File: config.mk
export PLATFORM = sky130hd
export DESIGN_NAME = inactivity_timer
export DESIGN_NICKNAME = d
export VERILOG_FILES = /design/src/rtl/inactivity_timer.sv
export SDC_FILE = /design/constraint.sdc
export NUM_CORES = 1
export LEC_CHECK = 0
export ABC_AREA = 1
export BUFFER_PORTS_ARGS = -buffer_cell sky130_fd_sc_hd__buf_4
export CORE_MARGIN = 2
export CORE_UTILIZATION = 66
export DETAILED_ROUTE_END_ITERATION = 6
export GPL_TIMING_DRIVEN = 0
export PLACE_DENSITY = 0.9
export SLEW_MARGIN = 40
export SYNTH_ARGS = -nofsm -noshare
export SYNTH_HDL_FRONTEND = slang
export SYNTH_SLANG_ARGS = --single-unit
export TNS_END_PERCENT = 5
File: constraint.sdc
create_clock -name clk -period 3.51 [get_ports clk]
set_input_delay 0.702 -clock clk [delete_from_list [all_inputs] [get_ports clk]]
set_output_delay 0.702 -clock clk [all_outputs]
set_load 0.02 [all_outputs]
File: src/rtl/inactivity_timer.sv
// Down counter that flags expiry after TIMEOUT_CYC running cycles without a reload.
module inactivity_timer #(
    parameter  int TIMEOUT_CYC = 50000000,
    localparam int CNT_W       = (TIMEOUT_CYC > 1) ? $clog2(TIMEOUT_CYC) : 1
) (
    input  logic clk,
    input  logic rst,
    input  logic load,
    input  logic run,
    output logic expired
);

    logic [CNT_W-1:0] count_reg;

    always_ff @(posedge clk or negedge rst) begin
        if (!rst) begin
            count_reg <= '0;
        end else if (load) begin
            count_reg <= CNT_W'(TIMEOUT_CYC - 1);
        end else if (run && count_reg != '0) begin
            count_reg <= count_reg - CNT_W'(1);
        end
    end

    assign expired = run && (count_reg == '0);

endmodule

==> run_results.csv <==
group,metric,value,unit
power,power_density,306,nW/um^2
logic_synthesis,syn_area_per_cell,6.54,sq um
clocking,clkLatencyLatePin,330,ps
floorplan,width_of_the_die,56.2,um
grt,grt_util_all_layers,26.7,%
logic_synthesis,ys_async_sr_fraction,100,%
grt,maximum_number_of_pins_on_one_net_before_global_route_repair,27,
floorplan,number_of_top_level_design_ports,5,
setup_path,critical_path_arrival,2020,ps
setup_path,critPathCaptureType,"primary output",
placement,post-place-ws,1200,ps
timing,worst-slew-pin-transition,531,ps
power,switching_share,29.3,%
timing,tns,0,ps
grt,grt.met1_usage,37.4,%
logic_synthesis,mappedNetlistNets,280,
logic_synthesis,yosys_most_used_dff,"dfrtp_1",
floorplan,core-area,2520,sq um
floorplan,design.die.area,3160,sq um
logic_synthesis,synth_cells,275,
route,first_pass_iters,4,
timing,worst_clock_skew,6.32,ps
route,postRouteAntennaNets,0,
power,cellInternalPower,0.412,mW
setup_path,worst_setup_path_start_kind,"flop",
logic_synthesis,synth_largest_type_area_fraction,36.2,%
job,timing.max_cap.violations,0,
timing,layout_setup_ws,792,ps
power,combPwrFrac,14.8,%
grt,first_global_vias,1547,
grt,grt_most_used_layer,"met2",
setup_path,reg2reg_from,"count_reg[0]$_DFFE_PN0P_",
setup_path,timing.critical_path.slowest_cell_delay,410,ps
hold_path,worst_hold_path_type,"in -> async",
floorplan,floorplan.rows,18,
route,via_count,1756,
layout,share_of_post_route_cells_with_drive_strength_above_1,10.2,%
power,sequentialPowerShare,58.4,%
clocking,hold_buffers,0,
setup_path,setup.worst_path.start,"count_reg[0]$_DFFE_PN0P_",
layout,largest_register_ffs,26,
setup_path,cp_cell_sequence,"inv_1 > ha_1 > nand2_2 > nor2_8 > nand2_4 > nor2_4 > inv_2 > nor2_1 > buf_4",
power,peakVddDrop,0.275,mV
grt,overflow,0,
clocking,clk_pin_slew_worst_paths,140,ps
setup_path,reg2reg_setup_slack,1530,ps
timing,clock_period_minus_worst_slack,2720,ps
floorplan,die_h,56.2,um
placement,gp_congestion,0.891,
route,route.detailed.wl_per_inst,12.3,um
power,power.static_leakage,1.03,nW
grt,grt_pass1_wl,6780,um
setup_path,worstReg2RegEnd,"count_reg[22]$_DFFE_PN0P_",
logic_synthesis,yosysWarningCount,0,
logic_synthesis,ys_ff_latch,26,
setup_path,critical_path_required,2810,ps
clocking,sink_count,26,
layout,area.growth.synth_to_final,5.78,%
grt,grt_util_met2,41.8,%
route,route.detailed.vias_per_inst,5.61,
timing,setup_repair_after_global_routing_missed_its_margin,"false",
grt,met3_usage,2.56,%
power,pwr-share-clk,26.8,%
clocking,root_buffer_cell,"clkbuf_4",
clocking,numCtsBuffers,3,
logic_synthesis,synth_cell_types,23,
clocking,postCtsSetupRepairBufs,0,
timing,hold_violations,0,
setup_path,crit_path_max_fanout,6,
clocking,tritoncts,"built",
route,sum_of_routed_wire_length_over_all_layers,3860,um
placement,port_buffers,4,
setup_path,critPathSlowestCell,"dfrtp_1",
grt,initial_antenna_violation_count,0,
placement,dp.final_hpwl,2910,um
setup_path,criticalPathCategory,"reg -> out",
timing,maximum_clock_frequency,0.368,GHz
timing,drv_slew,0,
layout,filler_cell_count,199,
setup_path,worst_r2r_path_cells,12,
logic_synthesis,synth_area_leaders,"dfrtp_1 (36%), nand2_1 (22%), nand3_1 (9.2%)",
clocking,cts_buffer_depth,2,
layout,num_antenna_cells,0,
power,power_switching,0.171,mW
logic_synthesis,synth_edf_count,0,
floorplan,initial_utilization,71.3,%
clocking,cts-resized-gates,0,
route,initialDrtViolationCount,91,
logic_synthesis,synth_seq_area_share,36.2,%
logic_synthesis,post_synth_instance_area,1800,sq um
layout,fin_nets,289,
timing,setup_violations,0,
timing,period_utilisation_layout,77.4,%
clocking,cts.htree.levels,1,
run_status,outcome,"finished clean",
logic_synthesis,synth_largest_area_cell,"dfrtp_1",
timing,max-slew-margin-rel,64.5,%
route,drc_viols,0,
## synthesized netlist by cell type, types with 2 or more instances
cell type,number
inv_1,22
nand4_1,14
nand3_1,33
buf_6,3
nor2_2,2
buf_2,2
or2_2,5
a21oi_1,2
dfrtp_1,26
nand2_1,107
nor2_4,2
xor2_1,4
inv_2,2
nand2_2,3
nor2_1,38
nand3b_1,3
## critical path: cells and delay by family, from the launching register on
family	cells	cell delay [ps]
flops	1	410
fa+ha+maj	1	310
buf+inv	3	320
simple gates	5	660
## cells in the final DEF (no fill, tap or decap), drive strengths merged
master / count
a21o: 1
a21oi: 2
buf: 10
clkbuf: 5
dfrtp: 26
ha: 1
inv: 24
nand2: 111
nand3: 33
nand3b: 3
nand4: 14
nor2: 43
nor3: 1
or2: 5
xor2: 4
## cell type report
cell class	instances	area [sq um]	share of cell area, %
timing repair buffer	4	30.0	1.58
inverter	24	90.1	4.74
multi-input combinational	218	1010	52.9
buffer	7	51.3	2.70
tap	30	37.5	1.97
clock buffer	4	36.3	1.91
sequential	26	651	34.2
## power by group through the flow
| stage | sequential, mW | combinational, mW | clock [mW] |
|---|---|---|---|
| after global routing | 0.343 | 0.101 | 0.167 |
| after floorplan | 0.339 | 0.0636 | 0 |
| final | 0.340 | 0.0861 | 0.156 |
| after CTS | 0.340 | 0.0864 | 0.157 |
| after detailed placement | 0.345 | 0.0863 | 0 |
| after global placement | 0.344 | 0.0835 | 0 |
## metrics by stage
| stage | std cells | util (%) | total power, mW | area, sq um | hold slack [ps] |
|---|---|---|---|---|---|
| 2_1_floorplan | 275 | - | 0.402 | 1800 | 406 |
| 3_3_place_gp | 309 | 74.0 | 0.428 | 1870 | 464 |
| 3_5_place_dp | 309 | 74.0 | 0.432 | 1870 | 471 |
| 4_1_cts | 313 | 75.4 | 0.583 | 1900 | 254 |
| 5_1_grt | 313 | 75.4 | 0.611 | 1900 | 271 |
| 6_report | 313 | 75.4 | 0.583 | 1900 | 247 |
## per-layer routing
metal	wire, um	share of wire (%)
met5	0	0
met4	65	1.7
met3	308	8.0
met2	1720	45
met1	1760	46
## worst max-delay path by stage
stage	endpoint	slack, ps	depth (start not counted)
floorplan	expired	1320	8
global placement	expired	1230	9
detailed placement	expired	1200	9
CTS	expired	800	9
global route	expired	670	9
finish	expired	790	9
## logic make-up after synthesis
kind of cell               after synthesis  synth area share (%)
buffers and inverters                   31                  7.86
xor gates and xnor gates                 4                  1.95
and+or+nand+nor                        210                  52.3
DFF                                     26                  36.2
AOI/OAI and AO/OA                        3                 0.974
adders and majority gates                1                 0.696
Power figures use the tool's default switching activity.
